==> src/rtl/mem_arbiter.sv <==
`timescale 1ns/1ps
// Two-requester memory arbiter: instruction fetch and data read/write share one memory port.
// Define MEM_ARBITER_FAIRNESS_EN to bound how long a waiting fetch can be starved by data traffic.
module mem_arbiter #(
  parameter int STARVE_MAX = 4
) (
  input  logic        clk,
  input  logic        rst_n,
  input  logic        i_req,
  input  logic [15:0] i_addr_in,
  output logic        i_ack,
  input  logic        d_req,
  input  logic        d_we,
  input  logic [15:0] d_addr_in,
  output logic        d_ack,
  output logic        mem_d_read,
  output logic        mem_d_write,
  output logic        mem_d_push,
  output logic        mem_i_read,
  output logic        mem_i_push,
  output logic [15:0] mem_d_addr,
  output logic [15:0] mem_i_addr,
  output logic        busy
);

  typedef enum logic [1:0] {
    IDLE   = 2'd0,
    ACCESS = 2'd1,
    PUSH   = 2'd2
  } state_t;

  state_t      state_r;
  logic        gnt_d_r;
  logic        we_r;
  logic        i_ack_r, d_ack_r;
  logic        mem_d_read_r, mem_d_write_r, mem_d_push_r;
  logic        mem_i_read_r, mem_i_push_r;
  logic [15:0] mem_d_addr_r, mem_i_addr_r;
  logic        busy_r;
  logic        grant_d_s, grant_i_s;
  logic        starved_s;

`ifdef MEM_ARBITER_FAIRNESS_EN
  localparam int CNT_W = ($clog2(STARVE_MAX + 1) > 3) ? $clog2(STARVE_MAX + 1) : 3;

  logic [CNT_W-1:0] starve_cnt_r;

  // A waiting fetch is forced through once data has won STARVE_MAX times in a row.
  always_comb begin
    starved_s = i_req && (starve_cnt_r == CNT_W'(STARVE_MAX));
  end

  // Counts data grants taken while a fetch was pending; any fetch grant clears it.
  always_ff @(posedge clk or negedge rst_n) begin
    if (!rst_n) begin
      starve_cnt_r <= {CNT_W{1'b0}};
    end else if (grant_i_s) begin
      starve_cnt_r <= {CNT_W{1'b0}};
    end else if (grant_d_s && i_req) begin
      starve_cnt_r <= starve_cnt_r + {{(CNT_W-1){1'b0}}, 1'b1};
    end else begin
      starve_cnt_r <= starve_cnt_r;
    end
  end
`else
  // Strict data priority: STARVE_MAX is only meaningful in the fairness build.
  always_comb begin
    starved_s = (STARVE_MAX < 0);
  end
`endif

  // Grant decision, only taken while IDLE; data wins unless the fetch is starved.
  always_comb begin
    grant_d_s = 1'b0;
    grant_i_s = 1'b0;
    if (state_r == IDLE) begin
      if (d_req && !starved_s) begin
        grant_d_s = 1'b1;
      end else if (i_req) begin
        grant_i_s = 1'b1;
      end else begin
        grant_i_s = 1'b0;
      end
    end else begin
      grant_d_s = 1'b0;
    end
  end

  // Transaction FSM; strobes are registered one cycle ahead so they line up with the state.
  always_ff @(posedge clk or negedge rst_n) begin
    if (!rst_n) begin
      state_r       <= IDLE;
      gnt_d_r       <= 1'b0;
      we_r          <= 1'b0;
      i_ack_r       <= 1'b0;
      d_ack_r       <= 1'b0;
      mem_d_read_r  <= 1'b0;
      mem_d_write_r <= 1'b0;
      mem_d_push_r  <= 1'b0;
      mem_i_read_r  <= 1'b0;
      mem_i_push_r  <= 1'b0;
      mem_d_addr_r  <= 16'h0000;
      mem_i_addr_r  <= 16'h0000;
      busy_r        <= 1'b0;
    end else begin
      i_ack_r       <= 1'b0;
      d_ack_r       <= 1'b0;
      mem_d_read_r  <= 1'b0;
      mem_d_write_r <= 1'b0;
      mem_d_push_r  <= 1'b0;
      mem_i_read_r  <= 1'b0;
      mem_i_push_r  <= 1'b0;
      case (state_r)
        IDLE: begin
          if (grant_d_s) begin
            state_r      <= ACCESS;
            busy_r       <= 1'b1;
            gnt_d_r      <= 1'b1;
            we_r         <= d_we;
            mem_d_addr_r <= d_addr_in;
            if (d_we) begin
              mem_d_write_r <= 1'b1;
              d_ack_r       <= 1'b1;
            end else begin
              mem_d_read_r  <= 1'b1;
            end
          end else if (grant_i_s) begin
            state_r      <= ACCESS;
            busy_r       <= 1'b1;
            gnt_d_r      <= 1'b0;
            we_r         <= 1'b0;
            mem_i_addr_r <= i_addr_in;
            mem_i_read_r <= 1'b1;
          end else begin
            state_r <= IDLE;
            busy_r  <= 1'b0;
          end
        end
        ACCESS: begin
          if (gnt_d_r && we_r) begin
            state_r <= IDLE;
            busy_r  <= 1'b0;
          end else if (gnt_d_r) begin
            state_r      <= PUSH;
            busy_r       <= 1'b1;
            mem_d_push_r <= 1'b1;
            d_ack_r      <= 1'b1;
          end else begin
            state_r      <= PUSH;
            busy_r       <= 1'b1;
            mem_i_push_r <= 1'b1;
            i_ack_r      <= 1'b1;
          end
        end
        PUSH: begin
          state_r <= IDLE;
          busy_r  <= 1'b0;
        end
        default: begin
          state_r <= IDLE;
          busy_r  <= 1'b0;
        end
      endcase
    end
  end

  assign i_ack       = i_ack_r;
  assign d_ack       = d_ack_r;
  assign mem_d_read  = mem_d_read_r;
  assign mem_d_write = mem_d_write_r;
  assign mem_d_push  = mem_d_push_r;
  assign mem_i_read  = mem_i_read_r;
  assign mem_i_push  = mem_i_push_r;
  assign mem_d_addr  = mem_d_addr_r;
  assign mem_i_addr  = mem_i_addr_r;
  assign busy        = busy_r;

endmodule

==> config.mk <==
export PLATFORM = sky130hd
export DESIGN_NAME = mem_arbiter
export DESIGN_NICKNAME = d
export VERILOG_FILES = /design/src/rtl/mem_arbiter.sv
export SDC_FILE = /design/constraint.sdc
export NUM_CORES = 1
export LEC_CHECK = 0
export ABC_AREA = 1
export ABC_CLOCK_PERIOD_IN_PS = 2200
export CAP_MARGIN = 20
export CORE_MARGIN = 2
export CORE_UTILIZATION = 44
export CTS_CLUSTER_SIZE = 20
export DETAILED_ROUTE_END_ITERATION = 7
export GPL_ROUTABILITY_DRIVEN = 0
export PLACE_DENSITY = 0.84
export RECOVER_POWER = 50
export SYNTH_ARGS = -nofsm -noshare
export SYNTH_HDL_FRONTEND = slang
export SYNTH_SLANG_ARGS = --single-unit
==> constraint.sdc <==
create_clock -name clk -period 2.2 [get_ports clk]
set_input_delay 0.66 -clock clk [delete_from_list [all_inputs] [get_ports clk]]
set_output_delay 0.66 -clock clk [all_outputs]
set_load 0.02 [all_outputs]
After elaboration in Yosys (flattened, before gate mapping)
Index checks and enable logic that the tools add are counted.
- equal/unequal tests: 1
- muxes and demuxes: 31
- bitwise operators: 1
- reduce and logical (&&, ||, !) cells: 6
- operator list (operator ; count):
    two-way mux 1 bit ; 27
    case mux 1 bit (2 select lines) ; 2
    case mux 2 bit (2 select lines) ; 1
    AND reduction 2 bit ; 2
    AND reduction 3 bit ; 1
    == test 2 x 1 -> 1 bit, second input constant ; 1
    zero test 2 bit ; 1
    two-way mux 2 bit ; 1
    nonzero test 2 bit ; 1
    logical AND 1 bit ; 1
    inverter 1 bit ; 1
- input port bits: 37
- output and inout bits: 40
- register bits after elaboration: 43
- logic and storage cells: 51

Depth between registers and ports, before layout
Gate-level depths: netlist of run 1.
- depth after elaboration: 6
- depth in mapped cells: 6
- mapped depth without buffers: 5

Worst setup path after synthesis of run 1
No wires, ideal clock.
- kind: in2reg
- from: input i_req
- to: register mem_i_addr_r[0] (netlist: mem_i_addr[0])
- data arrival time: 1194 ps
- library setup time: 117 ps
- path buffers: 1
- path slack: 889 ps
- data required time: 2083 ps
- stages: 6
- cells stage by stage: inv_1 -> nor2_4 -> nand2_4 -> buf_6 -> nand2_1 -> nand2_1
- cells in the longest elaborated chain, start to end: 4
- RTL lines (item ; line ; source):
    from (decl) ; 9 ; input logic i_req,
    two-way mux 1 bit ; 79 ; end else if (i_req) begin
    two-way mux 1 bit ; 77 ; if (d_req && !starved_s) begin
    two-way mux 1 bit ; 76 ; if (state_r == IDLE) begin
    AND reduction 3 bit (no line) ; n/a ;
    to (signal assigned) ; 132 ; mem_i_addr_r <= i_addr_in;
    to (decl) ; 38 ; logic [15:0] mem_d_addr_r, mem_i_addr_r;
No other way between the ends.
A chain may end at the register's enable or synchronous reset.

Worst setup path after layout of run 1
- from: register mem_d_addr_r[15] (netlist: mem_d_addr[15])
- to: output mem_d_addr[15]
- RTL lines (item ; line ; source):
    from (decl) ; 38 ;
    from (signal assigned) ; 120 ; mem_d_addr_r <= d_addr_in;
    to (decl) ; 21 ; output logic [15:0] mem_d_addr,
No word-level cell between the ends.

==> reports/metrics.sh, run 1 <==
MAX_FREQ_MHz=517.5
WORSTHOLDPATHCELLS=2
TIMING_WORST_SLEW_PIN_VALUE_NS=1.091
TOP_SIGNAL_LAYER_USED='met4'
SYN_INST=176
LKG_PWR_nW=1.280
CHIPHEIGHT_UM=66.28
SYNTH-WARNING-COUNT=0
MET1_LENGTH_MM=1.576
SYNTH.AVG_CELL_AREA_UM2=9.697
NUMBER_OF_ANTENNA_VIOLATIONS_AT_THE_FIRST_CHECK_IN_GLOBAL_ROUTING=0
REQUIRED_TIME_OF_THE_WORST_SETUP_PATH_NS=1.54
SYNTH.LIB_CELLS_USED.DISTINCT=13
NUM_CLOCK_SINKS=43
POSTCTSHOLDBUFS=0
TIMING.CRITICAL_PATH.BUF_INV=1
FILL_CELLS=318
DETAIL_ROUTE.DRC_VIOLATIONS=0
MAX_CAP_VIOLATIONS=0
ROUTED_MET3_LENGTH_UM=324
POST_SYNTH_DESIGN_CELL_AREA_UM2=1707
REGTOREGENDPOINT='mem_d_addr[12]$_DFFE_PN0P_'
POSTROUTEWIRELENGTH_MM=3.753
PERIOD_MINUS_SLACK_NS=1.932
WORST_R2R_STARTPOINT='state_r[0]$_DFF_PN0_'
DESIGN.FINAL.NETS=290
ANT_NETS=0
DRTPASS1ITERATIONS=4
FINALCRITPERIODSHARE_PCT=87.84
POST_CTS_RESIZED=0
FLOORPLAN.INITIALDENSITY_PCT=46.27
LAYOUT-AREA-OVERHEAD-VS-SYNTH_PCT=50.59
GRT_FIRST_PASS_WIRELENGTH_MM=6.113
CTSROOTBUFFERMASTER='sky130_fd_sc_hd__clkbuf_8'
YOSYS.AREA.TOP_TYPE_SHARE_PCT=63.05
ROUTED-VIA-COUNT=1437
SETUP.WORST_PATH.END_CLASS='output pin'
TIMING.CRITICAL_PATH.MAX_DELAY_FAMILY='buffers and inverters'
TRITONCTS='yes'
SYNTHESIS.NETS=213
VDD_DROP_MAX_mV=0.7954
FRACTION_OF_THE_YOSYS_AREA_TAKEN_BY_SEQUENTIAL_CELLS_PCT=63.05
FINALMAXSLEWVIOLATIONS=0
SETUP.REG_TO_REG.WORST_SLACK_NS=0.53
FINAL_CELL_COUNT_NO_FILL=302
FP.DIEW_UM=66.28
START_KIND='register'
GLOBAL_ROUTE.OVERFLOW_TOTAL=0
WORSTHOLDPATHTYPE='reg2reg'
CLK_TRANSITION_REPORTED_PATHS_NS=0.08
MET2ROUTEDLENGTH_MM=1.823
POST-DP-HPWL_MM=2.658
FIN_SETUP_TNS_NS=0
FIN_SKEW_NS=0.007551
CLOCK_LATENCY_NS=0.29
CRIT_TYPE='reg2out'
DPL.CELL_COUNT=294
NUMBER_OF_STORAGE_ELEMENTS_IN_THE_SYNTHESIS_NETLIST=43
YOSYS-TOP-CELLS-AREA='sky130_fd_sc_hd__dfrtp_1 (63%), sky130_fd_sc_hd__nand2_1 (16%), sky130_fd_sc_hd__nand3_1 (9.7%)'
POST-CTS-SETUP-BUFFER-COUNT=0
CRITPATHMAXFANOUT=2
R2R_WORST_PATH_DEPTH=4
SLOWEST_STAGE='sky130_fd_sc_hd__clkdlybuf4s50_1'
GRT_MAX_DEGREE=37
MAX-SLEW-MARGIN-REL_PCT=27.28
SYNTH_TOP_CELL_BY_AREA='sky130_fd_sc_hd__dfrtp_1'
DIODES_INSERTED=0
DESIGN.PORTCOUNT=77
RUN_STATUS='completed'
CLK_BUF_DEPTH=2
INITIALDRTVIOLATIONCOUNT=97
CRIT_PATH_MAX_INCR_DELAY_NS=0.61
LAYOUT-DRIVE-GT1-SHARE_PCT=6.299
CRITICAL_PATH_AT_NS=1.27
TIMING.FINAL.SETUP_VIOLATIONS=0
GRT_PASS1_VIAS=1393
CLOCK_TREE.HTREE_LEVEL_COUNT=2
WORSTHOLDENDPOINT='mem_i_addr[12]$_DFFE_PN0P_'
DRT-VIAS-PER-INSTANCE=4.758
RSZ0062_AT_GRT='no'
FINALHOLDVIOLATIONS=0
FP.COREAREA_UM2=3689
HOLD_START='mem_i_addr[12]$_DFFE_PN0P_'
AVGROUTEDWIREPERCELL_UM=12.43
POWERDENSITY_nW_PER_UM2=1461
TRITONCTS.NUM_BUFFERS=5
NUM_ROWS=22
IO_BUFFERS=76
CRITICAL_PATH.CELL_CHAIN='clkdlybuf4s50_1'
FINAL_COMMON_CELL='sky130_fd_sc_hd__clkdlybuf4s50_1'
DIE_AREA_UM2=4393
TOP_LIBRARY_CELLS_BY_USAGE_IN_THE_LAYOUT_FILL_AND_TAPS_ASIDE='sky130_fd_sc_hd__clkdlybuf4s50_1 (75), sky130_fd_sc_hd__nand2_1 (73), sky130_fd_sc_hd__dfrtp_1 (43), sky130_fd_sc_hd__nand3_1 (33), sky130_fd_sc_hd__inv_1 (8)'
GLOBALROUTETOTALUTIL_PCT=18.39
routing by layer:
metal | GRT usage, % | vias to the layer above
met3 | 5.451 | 4
met5 | 0 | -
li1 | - | 706
met2 | 32.00 | 59
met1 | 21.90 | 668
met4 | 5.357 | 0
worst max-delay path by stage:
stage	slack [ns]	end	startpoint	cells past startpoint
after detailed placement	0.26	mem_d_addr[12]$_DFFE_PN0P_	d_req	5
after floorplan	0.89	mem_i_addr[0]$_DFFE_PN0P_	i_req	6
after global routing	0.22	mem_d_addr[15]	mem_d_addr[15]$_DFFE_PN0P_	1
after CTS	0.26	mem_d_addr[7]	mem_d_addr[7]$_DFFE_PN0P_	1
final	0.27	mem_d_addr[15]	mem_d_addr[15]$_DFFE_PN0P_	1
after global placement	0.29	mem_d_addr[1]$_DFFE_PN0P_	d_req	5
layout make-up:
type / count / area, µm² / area share [%]
well taps: 48 / 60.06 / 2.337
flip-flops and latches: 43 / 1076 / 41.87
clock inverters: 2 / 35.03 / 1.363
repair buffers: 79 / 774.5 / 30.14
clock buffers: 6 / 82.58 / 3.213
multi-input cells: 116 / 511.7 / 19.91
inverters: 8 / 30.03 / 1.168
power by group:
group          total [mW]  internal, mW  switching [mW]
sequential           1.36          1.15           0.210
clock               0.619         0.367           0.252
combinational        1.77         0.796           0.974
cells in the mapped netlist:
cell type,n
sky130_fd_sc_hd__buf_2,1
sky130_fd_sc_hd__nand2_1,73
sky130_fd_sc_hd__nor2_8,1
sky130_fd_sc_hd__nor2_4,1
sky130_fd_sc_hd__buf_6,4
sky130_fd_sc_hd__nand3_1,33
sky130_fd_sc_hd__nand2_4,2
sky130_fd_sc_hd__o21ai_0,2
sky130_fd_sc_hd__dfrtp_1,43
sky130_fd_sc_hd__nor2_1,3
sky130_fd_sc_hd__inv_1,8
sky130_fd_sc_hd__nor2_2,1
sky130_fd_sc_hd__buf_4,4
per-stage QoR:
stage               cell area (µm²)  power, mW  utilization (%)  worst slack, ns  hold WS [ns]
floorplan                      1707      2.355                -           0.8889        0.3644
global placement               2477      3.136            67.16           0.2946        0.4533
detailed placement             2477      3.183            67.16           0.2563        0.4580
CTS                            2595      3.808            70.35           0.2561        0.3405
global route                   2570      3.997            69.67           0.2151        0.4966
finish                         2570      3.754            69.67           0.2676        0.4723
sequential cells by signal, indices dropped and copies added, names as in the netlist:
signal,cells
mem_i_read,1
mem_d_read,1
busy,1
mem_d_addr,16
d_ack,1
mem_i_push,1
we_r,1
gnt_d_r,1
state_r,2
mem_d_write,1
mem_i_addr,16
mem_d_push,1
kinds of logic (layout without fill, tap and decap cells):
| logic type | after synthesis | after routing | share of synthesized area (%) |
|---|---|---|---|
| compound gates | 2 | 2 | 0.5865 |
| simple gates | 114 | 114 | 29.91 |
| buf+inv | 17 | 95 | 6.451 |
| flops | 43 | 43 | 63.05 |
Power figures use the tool's default switching activity.
==> run 2: changes to the inputs <==
--- a/config.mk
+++ b/config.mk
@@ -8,7 +8,6 @@
 export ABC_AREA = 1
 export ABC_CLOCK_PERIOD_IN_PS = 2200
 export CAP_MARGIN = 20
-export CORE_MARGIN = 2
 export CORE_UTILIZATION = 44
 export CTS_CLUSTER_SIZE = 20
 export DETAILED_ROUTE_END_ITERATION = 7
==> reports/metrics.sh, run 2 (synthesis results as in run 1) <==
PERIOD_MINUS_SLACK_NS=1.927  # -0.005613 ns
MAX_FREQ_MHz=519.0  # +0.29%
FIN_TOTAL_PWR_mW=3.607  # -3.9%
MULTI_INPUT_AREA_UM2=505.5  # -1.2%
TIMING.CRITICAL_PATH.BUF_INV=1  # unchanged
DESIGN.FINAL.NETS=291  # +0.34%
NUMBER_OF_ANTENNA_VIOLATIONS_AT_THE_FIRST_CHECK_IN_GLOBAL_ROUTING=0  # unchanged
DRTPASS1ITERATIONS=4  # unchanged
FP.COREAREA_UM2=3689  # unchanged
POSTCTSHOLDBUFS=0  # unchanged
TRITONCTS.NUM_BUFFERS=5  # unchanged
DRT-VIAS-PER-INSTANCE=4.639  # -2.5%
RUN_STATUS='completed'
CRITPATHMAXFANOUT=2  # unchanged
CHIPHEIGHT_UM=64.28  # -3.0%
LKG_PWR_nW=1.267  # -1.0%
LAYOUT-AREA-OVERHEAD-VS-SYNTH_PCT=48.68
RSZ0062_AT_GRT='no'
CRIT_TYPE='reg2out'
POST_CTS_RESIZED=0  # unchanged
AREA.SEQUENTIAL_UM2=1076  # unchanged
START_KIND='register'
CLOCK_TREE.HTREE_LEVEL_COUNT=2  # unchanged
ANT_NETS=0  # unchanged
AVGROUTEDWIREPERCELL_UM=11.55  # -7.1%
GLOBAL_ROUTE.OVERFLOW_TOTAL=0  # unchanged
CORE_UTIL_FINAL_PCT=68.79  # -0.88 points
CLOCK_LATENCY_NS=0.29  # about the same
FILL_CELLS=325  # +2.2%
POST-CTS-SETUP-BUFFER-COUNT=0  # unchanged
NUM_CLOCK_SINKS=43  # unchanged
FLOORPLAN.INITIALDENSITY_PCT=46.27  # unchanged
FINAL_CELL_COUNT_NO_FILL=302  # unchanged
DPL.CELL_COUNT=295  # +0.34%
DIODES_INSERTED=0  # unchanged
FP.DIEW_UM=64.28  # -3.0%
CRITICAL_PATH_AT_NS=1.27  # about the same
TIMING_WORST_SLEW_PIN_VALUE_NS=1.388  # +0.2976 ns
GRT_FIRST_PASS_WIRELENGTH_MM=6.044  # -1.1%
DESIGN.PORTCOUNT=77  # unchanged
MINIMUM_HOLD_SLACK_NS=0.4709  # -0.001487 ns
GRT_PASS1_VIAS=1378  # -1.1%
TIMING.CRITICAL_PATH.MAX_DELAY_FAMILY='buffers and inverters'
CTSROOTBUFFERMASTER='sky130_fd_sc_hd__clkbuf_8'
FINALMAXSLEWVIOLATIONS=0  # unchanged
CLK_BUF_DEPTH=2  # unchanged
POSTROUTEWIRELENGTH_MM=3.487  # -7.1%
ROUTED-VIA-COUNT=1401  # -2.5%
SETUP.WORST_PATH.END_CLASS='output pin'
SLOWEST_STAGE='sky130_fd_sc_hd__clkdlybuf4s50_1'
DETAIL_ROUTE.DRC_VIOLATIONS=0  # unchanged
FIN_SKEW_NS=0.004576  # -0.002975 ns
VDD_DROP_MAX_mV=0.7722  # -2.9%
TRITONCTS='yes'
CLK_TRANSITION_REPORTED_PATHS_NS=0.08  # about the same
IO_BUFFERS=76  # unchanged
CRIT_PATH_MAX_INCR_DELAY_NS=0.61  # about the same
TOP_LIBRARY_CELLS_BY_USAGE_IN_THE_LAYOUT_FILL_AND_TAPS_ASIDE='sky130_fd_sc_hd__nand2_1 (74), sky130_fd_sc_hd__clkdlybuf4s50_1 (74), sky130_fd_sc_hd__dfrtp_1 (43), sky130_fd_sc_hd__nand3_1 (33), sky130_fd_sc_hd__inv_1 (8)'
POWERDENSITY_nW_PER_UM2=1422  # -2.7%
MAX-SLEW-MARGIN-REL_PCT=7.438  # -20 points
GRT_MAX_DEGREE=37  # unchanged
TIMING.FINAL.SETUP_VIOLATIONS=0  # unchanged
FINALHOLDVIOLATIONS=0  # unchanged
DIE_AREA_UM2=4132  # -5.9%
REQUIRED_TIME_OF_THE_WORST_SETUP_PATH_NS=1.54  # about the same
FIN_SETUP_TNS_NS=0  # unchanged
WORSTHOLDPATHTYPE='reg2reg'
INITIALDRTVIOLATIONCOUNT=92  # -5.2%
POST-DP-HPWL_MM=2.499  # -6.0%
LAYOUT-DRIVE-GT1-SHARE_PCT=5.118  # -1.2 points
MAX_CAP_VIOLATIONS=0  # unchanged
FINALCRITPERIODSHARE_PCT=87.58  # -0.26 points
GLOBALROUTETOTALUTIL_PCT=19.37  # +0.98 points
NUM_ROWS=22  # unchanged
CRITICAL_PATH.CELL_CHAIN='clkdlybuf4s50_1'
-- run 2: cell count changes in the layout (fill, tap and decap cells not counted), sizes merged --
cell | before | now
bufinv | 1 | 0
clkbuf | 8 | 9
clkdlybuf4s50 | 75 | 74
dlygate4sd3 | 0 | 1
-- run 2: worst paths after layout --
check,from,endpoint,slack [ns],depth (start not counted)
worst max register to register,state_r[0]$_DFF_PN0_,mem_d_addr[14]$_DFFE_PN0P_,0.48,4
worst min register to register,mem_i_addr[8]$_DFFE_PN0P_,mem_i_addr[8]$_DFFE_PN0P_,0.47,2
min in group asynchronous,rst_n,mem_d_addr[1]$_DFFE_PN0P_,0.68,1
max in group asynchronous,rst_n,mem_i_addr[7]$_DFFE_PN0P_,0.58,2
worst max-delay path,mem_d_addr[2]$_DFFE_PN0P_,mem_d_addr[2],0.27,1
worst min-delay path,mem_i_addr[8]$_DFFE_PN0P_,mem_i_addr[8]$_DFFE_PN0P_,0.47,2
-- run 2: through the flow --
step,area [µm²],setup WS [ns]
final,2537,0.2732
after floorplan,1707,0.8889
after detailed placement,2472,0.2763
after CTS,2560,0.2707
after global placement,2472,0.2930
after global routing,2537,0.1221
-- run 2: where the power goes --
group / internal, mW / switching (mW)
clock: 0.246 / 0.241
combinational: 0.801 / 0.956
sequential: 1.15 / 0.208
-- run 2: metal layers --
| layer | up-vias | GRT usage [%] | part of all wire (%) |
|---|---|---|---|
| li1 | 707 | - | - |
| met1 | 643 | 23.41 | 46 |
| met2 | 46 | 33.68 | 48 |
| met5 | - | 0 | 0 |
| met4 | 0 | 9.167 | 1.5 |
| met3 | 5 | 2.857 | 5.3 |
-- run 2: final cells by class --
cell class	count	area share [%]
clock buffer	6	3.254
clock inverter	1	0.1972
inverter	8	1.183
multi-input combinational	116	19.92
sequential	43	42.41
tap	48	2.367
timing repair buffer	80	30.67
==> run 3: changes to the inputs <==
--- a/config.mk
+++ b/config.mk
@@ -9,7 +9,7 @@
 export ABC_CLOCK_PERIOD_IN_PS = 2200
 export CAP_MARGIN = 20
 export CORE_UTILIZATION = 44
-export CTS_CLUSTER_SIZE = 20
+export CTS_CLUSTER_SIZE = 16
 export DETAILED_ROUTE_END_ITERATION = 7
 export GPL_ROUTABILITY_DRIVEN = 0
 export PLACE_DENSITY = 0.84
==> results of run 3 <==
Final layout, timing and power as in run 2 (identical DEF).
